===== src/rtl/jtframe_sdram_arb_if.sv =====
// Signal bundle between the game-side ROM requesters, the SDRAM controller
// and the arbiter. "master" is the arbiter's view; "slave" is the other side
// (game core plus SDRAM controller).
interface jtframe_sdram_arb_if #(
  parameter int SLOTS = 4,
  parameter int AW    = 22,
  parameter int DW    = 32
);
  logic                downloading;
  logic [SLOTS-1:0]    slot_cs;
  logic [SLOTS*AW-1:0] slot_addr;
  logic [SLOTS-1:0]    slot_ok;
  logic [SLOTS*DW-1:0] slot_dout;
  logic                sdram_req;
  logic                sdram_ack;
  logic [AW-1:0]       sdram_addr;
  logic [DW-1:0]       data_read;
  logic                data_rdy;
  logic                loop_rst;
  logic                refresh_en;
  logic                busy;

  modport master (
    input  downloading, slot_cs, slot_addr, sdram_ack, data_read, data_rdy, loop_rst,
    output slot_ok, slot_dout, sdram_req, sdram_addr, refresh_en, busy
  );

  modport slave (
    output downloading, slot_cs, slot_addr, sdram_ack, data_read, data_rdy, loop_rst,
    input  slot_ok, slot_dout, sdram_req, sdram_addr, refresh_en, busy
  );
endinterface


===== src/rtl/jtframe_sdram_arb.sv =====
// Round-robin arbiter sharing one SDRAM read port among SLOTS ROM requesters.
// Every slot keeps a one-word cache; hits answer combinationally, misses are
// queued and served one SDRAM transaction at a time.
module jtframe_sdram_arb #(
  parameter int SLOTS = 4,
  parameter int AW    = 22,
  parameter int DW    = 32
) (
  input  logic clk_rom,
  input  logic rst,
  jtframe_sdram_arb_if.master bus
);
  localparam int IW = (SLOTS > 1) ? $clog2(SLOTS) : 1;

  typedef enum logic [1:0] {IDLE, WAIT_ACK, WAIT_DATA} state_t;

  state_t         state_q, state_d;
  logic [IW-1:0]  sel_q, sel_d;
  logic [IW-1:0]  last_q, last_d;
  logic           req_q, req_d;
  logic [AW-1:0]  addr_q, addr_d;
  logic [AW-1:0]  cache_addr_q [SLOTS];
  logic [AW-1:0]  cache_addr_d [SLOTS];
  logic [DW-1:0]  cache_data_q [SLOTS];
  logic [DW-1:0]  cache_data_d [SLOTS];
  logic [SLOTS-1:0] valid_q, valid_d;

  logic [SLOTS-1:0] hit, pend;
  logic             grant_found;
  logic [IW-1:0]    grant_idx, scan_idx;
  logic             fill;

  // Cache lookup: a hit needs a live request whose address matches the stored word
  always_comb begin
    hit  = '0;
    pend = '0;
    for (int i = 0; i < SLOTS; i++) begin
      hit[i]  = bus.slot_cs[i] & valid_q[i] & (bus.slot_addr[i*AW +: AW] == cache_addr_q[i]);
      pend[i] = bus.slot_cs[i] & ~hit[i];
    end
  end

  // Round-robin pick: first pending slot after the one served last
  always_comb begin
    grant_found = 1'b0;
    grant_idx   = '0;
    scan_idx    = '0;
    for (int k = 1; k <= SLOTS; k++) begin
      scan_idx = IW'((int'(last_q) + k) % SLOTS);
      if (!grant_found && pend[scan_idx]) begin
        grant_found = 1'b1;
        grant_idx   = scan_idx;
      end
    end
  end

  // Transaction FSM next state plus cache fill; loop_rst/downloading abort and flush
  always_comb begin
    state_d      = state_q;
    sel_d        = sel_q;
    last_d       = last_q;
    req_d        = req_q;
    addr_d       = addr_q;
    valid_d      = valid_q;
    cache_addr_d = cache_addr_q;
    cache_data_d = cache_data_q;
    fill         = 1'b0;
    if (bus.loop_rst || bus.downloading) begin
      valid_d = '0;
      req_d   = 1'b0;
      state_d = IDLE;
    end else begin
      case (state_q)
        IDLE: begin
          if (grant_found) begin
            sel_d   = grant_idx;
            addr_d  = bus.slot_addr[int'(grant_idx)*AW +: AW];
            req_d   = 1'b1;
            state_d = WAIT_ACK;
          end
        end
        WAIT_ACK: begin
          if (bus.sdram_ack) begin
            req_d = 1'b0;
            if (bus.data_rdy) begin
              fill    = 1'b1;
              state_d = IDLE;
            end else begin
              state_d = WAIT_DATA;
            end
          end
        end
        WAIT_DATA: begin
          if (bus.data_rdy) begin
            fill    = 1'b1;
            state_d = IDLE;
          end
        end
        default: state_d = IDLE;
      endcase
      if (fill) begin
        cache_data_d[sel_q] = bus.data_read;
        cache_addr_d[sel_q] = addr_q;
        valid_d[sel_q]      = 1'b1;
        last_d              = sel_q;
      end
    end
  end

  // State and cache registers
  always_ff @(posedge clk_rom or posedge rst) begin
    if (rst) begin
      state_q <= IDLE;
      sel_q   <= '0;
      last_q  <= IW'(SLOTS - 1);
      req_q   <= 1'b0;
      addr_q  <= '0;
      valid_q <= '0;
      for (int i = 0; i < SLOTS; i++) begin
        cache_addr_q[i] <= '0;
        cache_data_q[i] <= '0;
      end
    end else begin
      state_q      <= state_d;
      sel_q        <= sel_d;
      last_q       <= last_d;
      req_q        <= req_d;
      addr_q       <= addr_d;
      valid_q      <= valid_d;
      cache_addr_q <= cache_addr_d;
      cache_data_q <= cache_data_d;
    end
  end

  // Cached words are always visible on the slot data buses
  always_comb begin
    bus.slot_dout = '0;
    for (int i = 0; i < SLOTS; i++) begin
      bus.slot_dout[i*DW +: DW] = cache_data_q[i];
    end
  end

  assign bus.slot_ok    = hit;
  assign bus.sdram_req  = req_q;
  assign bus.sdram_addr = addr_q;
  assign bus.refresh_en = (state_q == IDLE) & ~|pend;
  assign bus.busy       = (state_q != IDLE);
endmodule


===== src/flat_wrapper.sv =====
// flat-port wrapper written by rule: the top's interface ports become plain ports
module jtframe_sdram_arb_flat 
#(
  parameter int SLOTS = 4,
  parameter int AW    = 22,
  parameter int DW    = 32
)
  (clk_rom, rst, bus_downloading, bus_slot_cs, bus_slot_addr, bus_sdram_ack, bus_data_read, bus_data_rdy, bus_loop_rst, bus_slot_ok, bus_slot_dout, bus_sdram_req, bus_sdram_addr, bus_refresh_en, bus_busy);
  jtframe_sdram_arb_if #(.SLOTS(SLOTS), .AW(AW), .DW(DW)) bus_i ();
  input  logic clk_rom;
  input  logic rst;
  input wire logic [$bits(bus_i.downloading)-1:0] bus_downloading;
  input wire logic [$bits(bus_i.slot_cs)-1:0] bus_slot_cs;
  input wire logic [$bits(bus_i.slot_addr)-1:0] bus_slot_addr;
  input wire logic [$bits(bus_i.sdram_ack)-1:0] bus_sdram_ack;
  input wire logic [$bits(bus_i.data_read)-1:0] bus_data_read;
  input wire logic [$bits(bus_i.data_rdy)-1:0] bus_data_rdy;
  input wire logic [$bits(bus_i.loop_rst)-1:0] bus_loop_rst;
  output wire logic [$bits(bus_i.slot_ok)-1:0] bus_slot_ok;
  output wire logic [$bits(bus_i.slot_dout)-1:0] bus_slot_dout;
  output wire logic [$bits(bus_i.sdram_req)-1:0] bus_sdram_req;
  output wire logic [$bits(bus_i.sdram_addr)-1:0] bus_sdram_addr;
  output wire logic [$bits(bus_i.refresh_en)-1:0] bus_refresh_en;
  output wire logic [$bits(bus_i.busy)-1:0] bus_busy;
  assign bus_i.downloading = bus_downloading;
  assign bus_i.slot_cs = bus_slot_cs;
  assign bus_i.slot_addr = bus_slot_addr;
  assign bus_i.sdram_ack = bus_sdram_ack;
  assign bus_i.data_read = bus_data_read;
  assign bus_i.data_rdy = bus_data_rdy;
  assign bus_i.loop_rst = bus_loop_rst;
  assign bus_slot_ok = bus_i.slot_ok;
  assign bus_slot_dout = bus_i.slot_dout;
  assign bus_sdram_req = bus_i.sdram_req;
  assign bus_sdram_addr = bus_i.sdram_addr;
  assign bus_refresh_en = bus_i.refresh_en;
  assign bus_busy = bus_i.busy;
  jtframe_sdram_arb #(.SLOTS(SLOTS), .AW(AW), .DW(DW)) u_core (.clk_rom(clk_rom), .rst(rst), .bus(bus_i));
endmodule

===== config.mk =====
export PLATFORM = sky130hd
export DESIGN_NAME = jtframe_sdram_arb_flat
export DESIGN_NICKNAME = d
export VERILOG_FILES = /design/src/rtl/jtframe_sdram_arb_if.sv /design/src/rtl/jtframe_sdram_arb.sv /design/src/flat_wrapper.sv
export SDC_FILE = /design/constraint.sdc
export NUM_CORES = 1
export LEC_CHECK = 0
export ABC_CLOCK_PERIOD_IN_PS = 9600
export BUFFER_PORTS_ARGS = -buffer_cell sky130_fd_sc_hd__clkbuf_2
export CORE_ASPECT_RATIO = 1.1
export CORE_UTILIZATION = 25
export DETAILED_ROUTE_END_ITERATION = 10
export PLACE_DENSITY = 0.46
export SLEW_MARGIN = 20
export SYNTH_ARGS = -nofsm -noshare
export SYNTH_HDL_FRONTEND = slang
export SYNTH_SLANG_ARGS = --single-unit

===== constraint.sdc =====
create_clock -name clk_rom -period 9.6 [get_ports clk_rom]
set_input_delay 0.96 -clock clk_rom [delete_from_list [all_inputs] [get_ports clk_rom]]
set_output_delay 0.96 -clock clk_rom [all_outputs]
set_load 0.1 [all_outputs]

* Yosys cells after proc, flatten, opt, wreduce, memory -nomap -nowiden
Cells that the tools add are included.
Cells by class: mux-type cells 40, reductions and logical operators 19, shifts and indexed selects 1, magnitude comparators 8, add/sub/neg operators 4, $mul 1, eq/ne operators 9, bitwise logic cells 20
Operators with widths (count):
- bitwise mux 128 bit | 1
- bitwise mux 88 bit | 1
- == test 22 bit | 4
- indexed part select 88 x 32 -> 22 bit | 1
- demux 32 bit (select 2 bit) | 1
- demux 22 bit (select 2 bit) | 1
- 2-to-1 mux 32 bit | 1
- 2-to-1 mux 22 bit | 1
- 2-to-1 mux 2 bit | 9
- less-than comparator 2 x 3 -> 1 bit, second input constant | 5
- 2-to-1 mux 1 bit | 15
- bitwise AND 1 bit | 13
- AND reduction 3 bit | 3
- binary-select mux 1 bit (select 2 bit) | 4
- 2-to-1 mux 4 bit | 2
- multiplier 2 x 4 -> 6 bit, second input constant | 1
- inequality test 3 x 2 -> 1 bit, second input constant | 2
- case mux 2 bit (3 select lines) | 1
- logical AND 1 bit | 5
- inverter 1 bit | 5
- adder 2 x 1 -> 2 bit, second input constant | 2
- adder 2 bit, second input constant | 2
- zero test 1 bit | 4
- OR 4 bit | 1
- 15 further kinds | 17
Word-level totals: word-level logic and storage cells 116, register bits 249, output and inout bits 157, bits of input ports 130

* Depth between registers and ports, before layout
word-level depth 19, mapped depth 10

* Worst setup path after synthesis
Ideal clock, no wire load.
kind input to output, from input port bus_slot_addr[64], to output port bus_slot_ok[2], path buffers 0, stages on the path 4, required time 8.640 ns, setup slack 4.253 ns, data arrival time 4.387 ns, cells stage by stage xor2_1 -> nor4_1 -> nand4_1 -> nor4_1
Between the ends: word-level cells in the longest chain between the ends 2
Ends and longest elaborated chain:
- from (decl) | line flat_wrapper.sv:14 | input wire logic [$bits(bus_i.slot_addr)-1:0] bus_slot_addr;
- == test 22 bit | line jtframe_sdram_arb.sv:38 | hit[i] = bus.slot_cs[i] & valid_q[i] & (bus.slot_addr[i*AW +: AW] == cache_addr_q[i]);
- bitwise AND 1 bit | line jtframe_sdram_arb.sv:38
- to (decl) | line flat_wrapper.sv:19 | output wire logic [$bits(bus_i.slot_ok)-1:0] bus_slot_ok;
No other way between the ends.

* Worst setup path after layout
from input port bus_slot_addr[75], to output port bus_refresh_en
Between the ends: word-level cells in the longest chain between the ends 7
Ends and longest elaborated chain:
- == test 22 bit | line jtframe_sdram_arb.sv:38
- bitwise AND 1 bit | line jtframe_sdram_arb.sv:38
- inverter 1 bit | line jtframe_sdram_arb.sv:39 | pend[i] = bus.slot_cs[i] & ~hit[i];
- bitwise AND 1 bit | line jtframe_sdram_arb.sv:39
- OR reduction 4 bit | line jtframe_sdram_arb.sv:146 | assign bus.refresh_en = (state_q == IDLE) & ~|pend;
- zero test 1 bit | line jtframe_sdram_arb.sv:146
- bitwise AND 1 bit | line jtframe_sdram_arb.sv:146
- to (decl) | line flat_wrapper.sv:23 | output wire logic [$bits(bus_i.refresh_en)-1:0] bus_refresh_en;
No other way between the ends.

==> metrics.yaml <==
cts:
  cts_tree: "built"
  cts.clk_slew.worst_paths_ps: 70
  clk_path_buf_depth: 3
  clk_latency_ps: 580
  clock_tree.root_cell: "clkbuf_16"
  hold_buffers: 0
  cts.repair.resized: 0
  clock-sinks: 249
  postCtsSetupBuffers: 0
  cts_max_level: 1
  cts_buffers: 30
placement:
  post_dp_cell_area_um2: 13300
  hpwl_um: 27100
  dp.cells: 1624
  port_buffers: 286
  place.gp.congestion: 0.827
routing:
  routed_wl_um: 37100
  vias: 7576
  dr.pass1.iters: 4
  wire_per_inst_um: 22.1
  ant_nets: 0
  drc: 0
  via_per_inst: 4.51
  drt_iter0_drc: 305
cells_and_area:
  antenna_cells: 0
  final_cells: 1680
  layout-drive-gt1-share_pct: 45.6
  area_growth_pct: 27.8
  layout.nets: 1216
  design_area_um2: 14300
  layout_commonest_cell: "clkbuf_2"
  final_cell_mix: "286 x clkbuf_2, 247 x dfrtp_1, 132 x mux2_2, 86 x mux2_1, 48 x xor2_1"
floorplan:
  initial_utilization_pct: 25.6
  dieArea_um2: 45600
  die_h_um: 224
  die_w_um: 204
  row_count: 80
  placeableCoreArea_um2: 43700
  ios: 287
logic_synthesis:
  yosys_register_bits: 249
  synth-edff-count: 0
  seq_area_frac_synth_pct: 55.7
  syn_area_um2: 11200
  ys_async_sr_fraction_pct: 100
  syn-num-nets: 920
  avgSynthCellArea_um2: 14.2
  syn_inst: 786
  ys_types: 52
  synth-main-ff-cell: "dfrtp_1"
  yosysWarnings: 0
setup_path:
  cp_slowest_stage_delay_ps: 620
  crit_top_cell: "clkbuf_2"
  critPathSlowestCell: "or4_1"
  path_delay_family: "simple AND/OR/NAND/NOR gates"
  cp_max_fo: 5
  path_cells: "clkbuf_2 -> xor2_1 -> or4_1 -> nor4_2 -> a21bo_2 -> nand4_1 -> nor2_1 -> clkbuf_2"
  cp.arrival_ps: 3480
  worstSetupEndpointType: "output pin"
  cp_num_buf_inv: 2
  cp-start-kind: "input pin"
  critPathRequiredTime_ps: 8640
  rr_worst_depth: 9
  path_class: "input pin to output pin"
  cp.depth: 8
timing:
  fmax_ghz: 0.225
  setup_viol: 0
  slew-limit-headroom_pct: 34.3
  finalCriticalPeriod_ps: 4440
  finalCritPeriodShare_pct: 46.2
  final-hold-violation-count: 0
  maxSlewViolCount: 0
  whs_ps: 475
  skew_ps: 20.9
  tns_ps: 0
  rsz0062_at_grt: "false"
  worst_pin_slew_ps: 986
global_routing:
  grtUsageMet3_pct: 4.52
  track_usage_pct: 16.3
  use_met1_pct: 20.7
  antenna_found_initial: 2
  grt_use_met2_pct: 26.9
  overflow: 0
  busiest_layer: "met2"
  grt_pass1_wl_um: 55200
  grt_max_degree: 114
  grt_pass1_vias: 8281
power_and_ir_drop:
  p_leak_nw: 7.56
  peakVddDrop_v: 0.000135
  p_clk_share_pct: 40.1
  power.share.sequential_pct: 39.5
  p_sw_mw: 1.01
  pwr_density_cell_nw_per_um2: 207
  power_frac_comb_pct: 20.4
  p_int_mw: 1.95
  swShare_pct: 34.1
status:
  outcome: "completed"
min_path:
  min-delay-path-class: "flip-flop to flip-flop"
  hold_depth: 1
flow_run:
  drv_cap: 0
==> routing by layer <==
metal	share of wire, %	vias up
met1	44	3828
li1	-	3428
met4	2.0	4
met2	47	268
met3	7.4	48
met5	0.073	-
==> cell families (layout without fill, tap and decap cells) <==
logic type | count (synthesis) | after routing | synth area share (%)
adder cells (fa/ha/maj) | 4 | 4 | 0.448
flip-flops | 249 | 249 | 55.7
multiplexers | 264 | 264 | 26.1
AO/OA/AOI/OAI | 43 | 43 | 3.78
XOR/XNOR | 88 | 88 | 6.89
buffers and inverters | 42 | 362 | 2.17
AND/OR/NAND/NOR | 96 | 96 | 4.90
==> metrics by stage <==
stage                     setup slack [ps]  total power, mW  utilization (%)
after floorplan                       1800             1.63                -
final                                 5160             2.96             32.7
after global placement                4750             1.80             30.3
after detailed placement              4690             1.80             30.3
after CTS                             5060             3.01             32.7
after global routing                  5000             3.08             32.7
==> power by group through the flow <==
stage | Clock (mW) | Combinational, mW | Sequential, mW
detailed placement | 0 | 0.612 | 1.19
global route | 1.26 | 0.634 | 1.18
global placement | 0 | 0.609 | 1.19
finish | 1.19 | 0.604 | 1.17
floorplan | 0 | 0.179 | 1.45
CTS | 1.23 | 0.612 | 1.17
==> state kept, by name (all words and copies together), names as in the netlist <==
signal                 flops
u_core.bus.sdram_addr     22
u_core.bus.sdram_req       1
u_core.bus.slot_dout     128
u_core.cache_addr_q       88
u_core.last_q              2
u_core.sel_q               2
u_core.state_q             2
u_core.valid_q             4
==> cells in the mapped netlist, drive strengths merged (4+ instances only) <==
| master | instances | area (µm²) |
|---|---|---|
| xnor2 | 40 | 350 |
| mux2i | 46 | 460 |
| nor3 | 4 | 20.0 |
| clkbuf | 18 | 71.3 |
| nand2 | 34 | 128 |
| buf | 16 | 141 |
| nand4 | 14 | 93.8 |
| dfrtp | 247 | 6180 |
| nand3 | 7 | 40.0 |
| nor4 | 15 | 128 |
| xor2 | 48 | 420 |
| o21ai | 5 | 25.0 |
| inv | 8 | 30.0 |
| ha | 4 | 50.1 |
| mux2 | 218 | 2450 |
| a21o | 4 | 30.0 |
| nor2 | 8 | 30.0 |
| o221ai | 22 | 255 |
==> cell type report <==
class / instances / area [µm²]
sequential: 249 / 6230
fill: 4422 / 29400
timing repair buffer: 298 / 1520
tap: 574 / 718
multi-input combinational: 495 / 4760
clock inverter: 10 / 145
clock buffer: 46 / 881
inverter: 8 / 37.5
==> path summary, 6_finish.rpt <==
check                                       start                   endpoint  slack, ps
hold / removal                  u_core.valid_q[1]          u_core.valid_q[1]        470
setup / recovery                bus_slot_addr[75]             bus_refresh_en       5160
setup reg to reg           u_core.cache_addr_q[9]  u_core.bus.sdram_addr[20]       5470
hold reg to reg                 u_core.valid_q[1]          u_core.valid_q[1]        470
min in group asynchronous                     rst   u_core.bus.slot_dout[16]        560
max in group asynchronous                     rst    u_core.cache_addr_q[67]       6640
==> worst register-to-register path: stages, from the launching register on <==
cell and delay [ps]:
dfrtp_1 390, xor2_1 180, or4_1 620, nor4_2 430, a21bo_2 260, nand4_1 270, nand3_2 600, nand2b_1 680
buf_4 370, o221ai_1 170
No activity file was read; power rests on OpenSTA's default activity.
